===== src/rtl/lsu_mem_if.sv =====
// Load/store unit bridging execute-stage requests to a byte-addressed data memory.
// Optional macro LSU_MISALIGN_TRAP_EN: fault misaligned/unsupported accesses instead of aligning.
module lsu_mem_if #(
  parameter int unsigned READ_LAT = 1,
  parameter int unsigned ADDR_W   = 32
) (
  input  logic              clk,
  input  logic              reset,
  input  logic              req_valid,
  output logic              req_ready,
  input  logic              req_is_store,
  input  logic [2:0]        req_funct3,
  input  logic [ADDR_W-1:0] req_addr,
  input  logic [31:0]       req_wdata,
  input  logic [4:0]        req_rd,
  output logic              resp_valid,
  input  logic              resp_ready,
  output logic [31:0]       resp_rdata,
  output logic [4:0]        resp_rd,
  output logic              resp_misaligned,
  output logic [ADDR_W-1:0] data_addr,
  output logic [31:0]       data_write,
  output logic [3:0]        data_write_byte,
  output logic              data_read_valid,
  output logic              data_write_valid,
  input  logic [31:0]       data_read
);

  typedef enum logic [1:0] {StIdle, StMem, StResp} state_e;

  state_e            state_q;
  logic [ADDR_W-1:0] addr_q;
  logic [2:0]        f3_q;
  logic              store_q;
  logic [4:0]        rd_q;
  logic [3:0]        cnt_q;

  logic              req_ready_q, resp_valid_q, resp_mis_q, rvalid_q, wvalid_q;
  logic [31:0]       resp_rdata_q, data_write_q;
  logic [4:0]        resp_rd_q;
  logic [ADDR_W-1:0] data_addr_q;
  logic [3:0]        data_be_q;

  logic [ADDR_W-1:0] addr_acc;
  logic [2:0]        f3_acc;
  logic              mis_acc, unsup;
  logic [31:0]       wdata_acc, load_data;
  logic [3:0]        be_acc;

  // Decode the incoming request: alignment/fault policy, store lanes and byte enables.
  always_comb begin
    f3_acc   = req_funct3;
    addr_acc = req_addr;
    mis_acc  = 1'b0;
    unsup    = (req_funct3 == 3'b011) || (req_funct3[2:1] == 2'b11);
`ifdef LSU_MISALIGN_TRAP_EN
    mis_acc = unsup || ((req_funct3[1:0] == 2'b01) && req_addr[0])
                    || ((req_funct3[1:0] == 2'b10) && (req_addr[1:0] != 2'b00));
`else
    if (unsup) f3_acc = 3'b010;
    if (f3_acc[1:0] == 2'b01) addr_acc[0] = 1'b0;
    else if (f3_acc[1:0] == 2'b10) addr_acc[1:0] = 2'b00;
`endif
    case (f3_acc[1:0])
      2'b00: begin
        wdata_acc = {4{req_wdata[7:0]}};
        be_acc    = 4'b0001 << addr_acc[1:0];
      end
      2'b01: begin
        wdata_acc = {2{req_wdata[15:0]}};
        be_acc    = 4'b0011 << addr_acc[1:0];
      end
      default: begin
        wdata_acc = req_wdata;
        be_acc    = 4'b1111;
      end
    endcase
  end

  // Word offset k lives on data_read[31-8k:24-8k]; assemble little-endian values from that.
  always_comb begin
    logic [7:0]  b0, b1, b2, b3, bsel;
    logic [15:0] hsel;
    b0 = data_read[31:24];
    b1 = data_read[23:16];
    b2 = data_read[15:8];
    b3 = data_read[7:0];
    case (addr_q[1:0])
      2'b00:   bsel = b0;
      2'b01:   bsel = b1;
      2'b10:   bsel = b2;
      default: bsel = b3;
    endcase
    hsel = addr_q[1] ? {b3, b2} : {b1, b0};
    case (f3_q[1:0])
      2'b00:   load_data = {{24{~f3_q[2] & bsel[7]}}, bsel};
      2'b01:   load_data = {{16{~f3_q[2] & hsel[15]}}, hsel};
      default: load_data = {b3, b2, b1, b0};
    endcase
  end

  always_ff @(posedge clk or negedge reset) begin
    if (!reset) begin
      state_q      <= StIdle;
      addr_q       <= '0;
      f3_q         <= '0;
      store_q      <= 1'b0;
      rd_q         <= '0;
      cnt_q        <= '0;
      req_ready_q  <= 1'b1;
      resp_valid_q <= 1'b0;
      resp_mis_q   <= 1'b0;
      resp_rdata_q <= '0;
      resp_rd_q    <= '0;
      rvalid_q     <= 1'b0;
      wvalid_q     <= 1'b0;
      data_addr_q  <= '0;
      data_write_q <= '0;
      data_be_q    <= '0;
    end else begin
      unique case (state_q)
        StIdle: begin
          if (req_valid && req_ready_q) begin
            addr_q      <= addr_acc;
            f3_q        <= f3_acc;
            store_q     <= req_is_store;
            rd_q        <= req_rd;
            req_ready_q <= 1'b0;
            if (mis_acc) begin
              state_q      <= StResp;
              resp_valid_q <= 1'b1;
              resp_mis_q   <= 1'b1;
              resp_rdata_q <= '0;
              resp_rd_q    <= req_rd;
            end else begin
              state_q     <= StMem;
              data_addr_q <= addr_acc;
              if (req_is_store) begin
                wvalid_q     <= 1'b1;
                data_write_q <= wdata_acc;
                data_be_q    <= be_acc;
              end else begin
                rvalid_q  <= 1'b1;
                data_be_q <= '0;
                cnt_q     <= 4'(READ_LAT - 1);
              end
            end
          end
        end
        StMem: begin
          if (store_q || (cnt_q == '0)) begin
            state_q      <= StResp;
            wvalid_q     <= 1'b0;
            rvalid_q     <= 1'b0;
            data_addr_q  <= '0;
            data_write_q <= '0;
            data_be_q    <= '0;
            resp_valid_q <= 1'b1;
            resp_mis_q   <= 1'b0;
            resp_rd_q    <= rd_q;
            resp_rdata_q <= store_q ? 32'h0 : load_data;
          end else begin
            cnt_q <= cnt_q - 4'd1;
          end
        end
        StResp: begin
          if (resp_ready) begin
            state_q      <= StIdle;
            req_ready_q  <= 1'b1;
            resp_valid_q <= 1'b0;
            resp_mis_q   <= 1'b0;
            resp_rdata_q <= '0;
            resp_rd_q    <= '0;
          end
        end
        default: state_q <= StIdle;
      endcase
    end
  end

  assign req_ready        = req_ready_q;
  assign resp_valid       = resp_valid_q;
  assign resp_rdata       = resp_rdata_q;
  assign resp_rd          = resp_rd_q;
`ifdef LSU_MISALIGN_TRAP_EN
  assign resp_misaligned  = resp_mis_q;
`else
  assign resp_misaligned  = 1'b0;
`endif
  assign data_addr        = data_addr_q;
  assign data_write       = data_write_q;
  assign data_write_byte  = data_be_q;
  assign data_read_valid  = rvalid_q;
  assign data_write_valid = wvalid_q;

endmodule


===== config.mk =====
export PLATFORM = sky130hd
export DESIGN_NAME = lsu_mem_if
export DESIGN_NICKNAME = d
export VERILOG_FILES = /design/src/rtl/lsu_mem_if.sv
export SDC_FILE = /design/constraint.sdc
export NUM_CORES = 1
export LEC_CHECK = 0
export ABC_AREA = 0
export CAP_MARGIN = 10
export CORE_ASPECT_RATIO = 1.5
export CORE_MARGIN = 2
export CORE_UTILIZATION = 46
export CTS_BUF_LIST = sky130_fd_sc_hd__clkbuf_2 sky130_fd_sc_hd__clkbuf_4 sky130_fd_sc_hd__clkbuf_8
export CTS_CLUSTER_SIZE = 14
export DETAILED_ROUTE_END_ITERATION = 8
export PLACE_DENSITY = 0.83
export SYNTH_ARGS = -nofsm -noshare
export SYNTH_HDL_FRONTEND = slang
export SYNTH_SLANG_ARGS = --single-unit
export TNS_END_PERCENT = 50

===== constraint.sdc =====
create_clock -name clk -period 2.6 [get_ports clk]
set_input_delay 0.78 -clock clk [delete_from_list [all_inputs] [get_ports clk]]
set_output_delay 0.78 -clock clk [all_outputs]
set_load 0.03 [all_outputs]

# [Word level (Yosys, flattened, before mapping)]
# Cells that the tools add are included.
[word_totals] in_bits=109 output_inout_bits=110 regBits=126
[op_classes] eq_ne=15 add_sub_neg=1 n_reduce_logical=19 shift=2 mux=47 n_bitwise=3
[ops] op="32-bit one-hot mux with 2 select lines" n=5
[ops] op="32-bit 2-to-1 mux" n=7
[ops] op="4-bit 2-to-1 mux" n=6
[ops] op="4-bit one-hot mux with 2 select lines" n=3
[ops] op="8-bit one-hot mux with 3 select lines" n=1
[ops] op="16-bit 2-to-1 mux" n=1
[ops] op="2-bit != test, second input constant" n=6
[ops] op="3-bit AND reduction" n=4
[ops] op="4-bit AND reduction" n=3
[ops] op="1-bit 2-to-1 mux" n=11
[ops] op="5-bit 2-to-1 mux" n=2
[ops] op="5-bit one-hot mux with 2 select lines" n=1
[ops] op="2-bit by 1-bit equality test with 1-bit output, second input constant" n=4
[ops] op="2-bit equality test, second input constant" n=4
[ops] op="2-bit logical NOT" n=4
[ops] op="2-bit 2-to-1 mux" n=4
[ops] op="1-bit one-hot mux with 2 select lines" n=4
[ops] op="2-bit one-hot mux with 3 select lines" n=1
[ops] op="2-bit nonzero test" n=3
[ops] op="4-bit logical NOT" n=1
[ops] op="1-bit by 2-bit left shift with 4-bit output, first input constant" n=1
[ops] op="2-bit by 2-bit left shift with 4-bit output, first input constant" n=1
[ops] op="4-bit by 1-bit subtractor with 4-bit output, second input constant" n=1
[ops] op="3-bit by 2-bit equality test with 1-bit output, second input constant" n=1
[ops] op="6 further kinds" n=8

# [Longest topological paths before layout]
# Gate-level depths: netlist (run 1).
[depth] depth_word=11 ltp_mapped=8 depth_no_buf=6

# [Least setup slack after synthesis (run 1)]
# No wires, ideal clock.
[synth_path] path_kind="input to register" from="in req_funct3[0]" to="reg data_be_q[0], in the netlist data_write_byte[0]" stages=4 arrival_ns=1.845 setup_ns=0.122 setup_slack_ns=0.634 cell_sequence="clkbuf_1 > nor2_2 > nand2_1 > a32o_1"
[synth_between] elab_chain_cells=11
[synth_rtl] element="start, declared" line_no="12" text="input logic [2:0] req_funct3,"
[synth_rtl] element="3-bit by 2-bit equality test with 1-bit output" line_no="55" text="unsup = (req_funct3 == 3'b011) || (req_funct3[2:1] == 2'b11);"
[synth_rtl] element="1-bit logical OR" line_no="55"
[synth_rtl] element="3-bit 2-to-1 mux *" line_no="60" text="if (unsup) f3_acc = 3'b010;"
[synth_rtl] element="2-bit equality test" line_no="62" text="else if (f3_acc[1:0] == 2'b10) addr_acc[1:0] = 2'b00;"
[synth_rtl] element="2-bit 2-to-1 mux" line_no="62"
[synth_rtl] element="1-bit 2-to-1 mux" line_no="61" text="if (f3_acc[1:0] == 2'b01) addr_acc[0] = 1'b0;"
[synth_rtl] element="2-bit by 2-bit left shift with 4-bit output or 1-bit by 2-bit left shift with 4-bit output (tied branches)" line_no="71, 67"
[synth_rtl] element="4-bit one-hot mux with 2 select lines *" line_no="64" text="case (f3_acc[1:0])"
[synth_rtl] element="4-bit 2-to-1 mux *" line_no="138" text="if (req_is_store) begin"
[synth_rtl] element="4-bit 2-to-1 mux *" line_no="123" text="if (req_valid && req_ready_q) begin"
[synth_rtl] element="4-bit one-hot mux with 2 select lines *" line_no="121" text="unique case (state_q)"
[synth_rtl] element="end signal, assigned" line_no="119" text="data_be_q <= '0;"
[synth_rtl] element="end signal, assigned" line_no="141" text="data_be_q <= be_acc;"
[synth_rtl] element="end signal, assigned" line_no="144" text="data_be_q <= '0;"
[synth_rtl] element="end, declared" line_no="42" text="logic [3:0] data_be_q;"
# Every way passes the cells marked *; elsewhere a longest branch is shown, timed or not. The select of a mux whose other input is x is not followed.
# A chain may end at the register's enable or synchronous reset.

# [Worst setup path after layout (run 1)]
[layout_path] from="reg req_ready_q, in the netlist req_ready" to="out req_ready"
[layout_lines] element="start, declared" line_no="38" text="logic req_ready_q, resp_valid_q, resp_mis_q, rvalid_q, wvalid_q;"
[layout_lines] element="start signal, assigned" line_no="110" text="req_ready_q <= 1'b1;"
[layout_lines] element="start signal, assigned" line_no="128" text="req_ready_q <= 1'b0;"
[layout_lines] element="start signal, assigned" line_no="169" text="req_ready_q <= 1'b1;"
[layout_lines] element="end, declared" line_no="10" text="output logic req_ready,"
# No word-level cell between the ends.

==> results of run 1 <==
## power by group through the flow
stage	Combinational (W)	Sequential, W	Clock [W]
final	0.000372	0.00197	0.00170
after CTS	0.000372	0.00197	0.00174
after detailed placement	0.000370	0.00201	0
after global routing	0.000397	0.00197	0.00183
after global placement	0.000362	0.00200	0
after floorplan	0.0000802	0.00202	0
## flip-flops by register name, indices dropped and copies added (netlist names)
signal / cells
addr_q: 2
cnt_q: 4
data_addr: 32
data_read_valid: 1
data_write: 32
data_write_byte: 4
data_write_valid: 1
f3_q: 3
rd_q: 5
req_ready: 1
resp_rd: 5
resp_rdata: 32
resp_valid: 1
state_q: 2
store_q: 1
## per-layer routing
layer	up-vias	track usage [%]	wire length, um	part of all wire, %
met4	0	16.2	960	5.5
li1	2334	-	-	-
met2	267	43.4	8770	50
met5	-	0	0	0
met3	58	7.81	1530	8.7
met1	2515	29.8	6330	36
## kinds of logic (layout without fill, tap and decap cells)
| kind of cell | count (synthesis) | after routing | share of synthesized area [%] |
|---|---|---|---|
| compound gates | 165 | 165 | 22.5 |
| xor+xnor | 1 | 1 | 0.151 |
| fa+ha+maj | 2 | 2 | 0.430 |
| buf+inv | 59 | 287 | 4.33 |
| flops | 126 | 126 | 54.3 |
| mux | 41 | 41 | 8.74 |
| other cells | 1 | 1 | 0.0645 |
| simple gates | 112 | 112 | 9.51 |
## metrics by stage
step                util (%)  instances  hold slack (ns)  worst slack [ns]
floorplan                  -        507            0.473             0.634
global placement        66.4        859            0.461             0.153
detailed placement      66.4        859            0.466            0.0870
CTS                     69.6        891            0.364            0.0616
global route            69.6        891            0.390            0.0384
finish                  69.6        891            0.359            0.0815
## Yosys cell counts, types with 3 or more instances
cell type / n
dfrtp_1: 125
mux4_2: 7
nor2_1: 22
mux2i_1: 26
inv_1: 15
nor3_1: 8
nand3b_1: 4
and3b_1: 3
buf_4: 4
o31ai_1: 8
clkbuf_1: 22
a31oi_1: 3
nand2_1: 45
or3_1: 3
buf_1: 5
nand2b_1: 4
a21oi_1: 7
nand3_1: 9
o22ai_1: 7
a22o_1: 56
nor4b_1: 3
mux2_2: 8
o2bb2ai_1: 16
o21ai_0: 33
buf_2: 12
a221o_1: 23
## worst min path at each step
stage | cells after the start | slack, ns | end
after global placement | 2 | 0.46 | resp_rdata[4]
after global routing | 1 | 0.39 | data_write_valid
after detailed placement | 2 | 0.47 | data_addr[1]
after floorplan | 1 | 0.47 | cnt_q[0]
after CTS | 1 | 0.36 | rd_q[1]
final | 1 | 0.36 | resp_valid
## area by class of cell
type                       count  share of cell area (%)
multi-input combinational    322                    28.1
tap                          156                    2.26
sequential                   126                    36.6
clock buffer                  20                    3.05
timing repair buffer         239                    27.7
inverter                      16                   0.697
clock inverter                12                    1.61
==> reports/qor.yml, run 1 <==
outcome: "finished clean"
clock-sinks: 126
grt_max_degree: 48
ir_worst_vdd_v: 0.000316
final_common_cell: "clkdlybuf4s50_1"
critPathLaunch: "req_ready"
worstSetupStartpointType: "register"
port_buffers: 217
dpl_cell_area_sq_um: 8220
yosys.area.top_type: "dfrtp_1"
rsz0062_at_grt: "false"
core_sq_um: 12400
via_per_inst: 5.81
grt_pass1_vias: 5491
syn_nets: 618
synth_edf_count: 0
synth_seq_cells: 126
syn_area_per_cell_sq_um: 11.5
grt.total_usage_pct: 26.5
netSwitchingPower_w: 0.000967
gp_congestion: 0.838
wirelength_mm: 17.6
clock-root-buffer: "clkbuf_8"
crit_type: "register to primary output"
cts_hold_buf: 0
cts_tree: "yes"
drt_iter0_drc: 265
clock_skew_ns: 0.0121
wl_per_cell_um: 19.7
n_fill_cell: 884
leakage_nw: 3.81
seq_power_share_pct: 48.7
r2r_cells: 7
max_stage_delay_ns: 0.72
switching_share_pct: 23.9
first_pass_iters: 5
synth.area.top_cells: "dfrtp_1 (54%), a22o_1 (8.4%), mux2i_1 (4.5%)"
cts_resized: 0
fin_area_sq_um: 8620
cp-end-kind: "primary output"
cpMaxStageDelayCell: "clkdlybuf4s50_1"
synthArstFlopShare_pct: 100
drive_above_1_share_pct: 10.7
numCtsBuffers: 17
ctsLongestPathBuffers: 2
p_clk_share_pct: 42.2
cp.required_ns: 1.82
critPathBufInv: 1
worstSkewPairLatency_ns: 0.43
max_freq_ghz: 0.397
synth-seq-area-share_pct: 54.3
period_needed_ns: 2.52
seq_area_sq_um: 3150
arrival_ns: 1.74
yosysUniqueCellTypes: 50
rrSetupSlack_ns: 0.38
nNetsFinal: 833
post-route-period-util_pct: 96.9
pin_count: 219
postRouteAntennaNets: 0
clk_pin_slew_ns: 0.08
crit_path_end: "req_ready"
antenna_cells: 0
hold_viol: 0
areaGrowthSynthToFinish_pct: 48.3
worst_slew_margin_rel_pct: 30.9
crit_path_cell_trace: "clkdlybuf4s50_1"
p_comb_share_pct: 9.2
fp-row-count: 50
finalMaxSlewViolations: 0
tightestPinTransition_ns: 1.03
multi_input_area_sq_um: 2420
syn-cell-area_sq_um: 5810
setup_viol: 0
final_cell_mix: "clkdlybuf4s50_1 (216), dfrtp_1 (125), a22o_1 (56)"
die_width_um: 95.8
fin_tns_setup_ns: 0
hp-class: "primary input to asynchronous set/reset pin"
timing.rr.end: "data_write[27]"
hpwl_mm: 13.1
initial_core_util_pct: 46.9
p_per_area_nw_per_um2: 469
worstReg2RegStart: "cnt_q[0]"
antenna_found_initial: 0
synth.top_cell.area_share_pct: 53.8
num_vias: 5174
p_int_w: 0.00308
path_delay_family: "buffers and inverters"
syn_inst: 507
total_power_w: 0.00404
die_h_um: 142
cp.depth: 1
drcViolationCount: 0
grt_pass1_wl_mm: 27.5
max-cap-violations: 0
critPathMaxFanout: 7
cts_setup_buffers: 0
grt_overflow: 0
ys.flop_type: "dfrtp_1"
htreeDepth: 4
yosysWarnings: 0
dieArea_sq_um: 13600
Power figures use the tool's default switching activity.
==> inputs of run 2 (changes only) <==
--- a/config.mk
+++ b/config.mk
@@ -17,4 +17,3 @@
 export SYNTH_ARGS = -nofsm -noshare
 export SYNTH_HDL_FRONTEND = slang
 export SYNTH_SLANG_ARGS = --single-unit
-export TNS_END_PERCENT = 50
==> results of run 2 <==
Same layout as run 1: the final DEF is identical, and so are final timing and power.
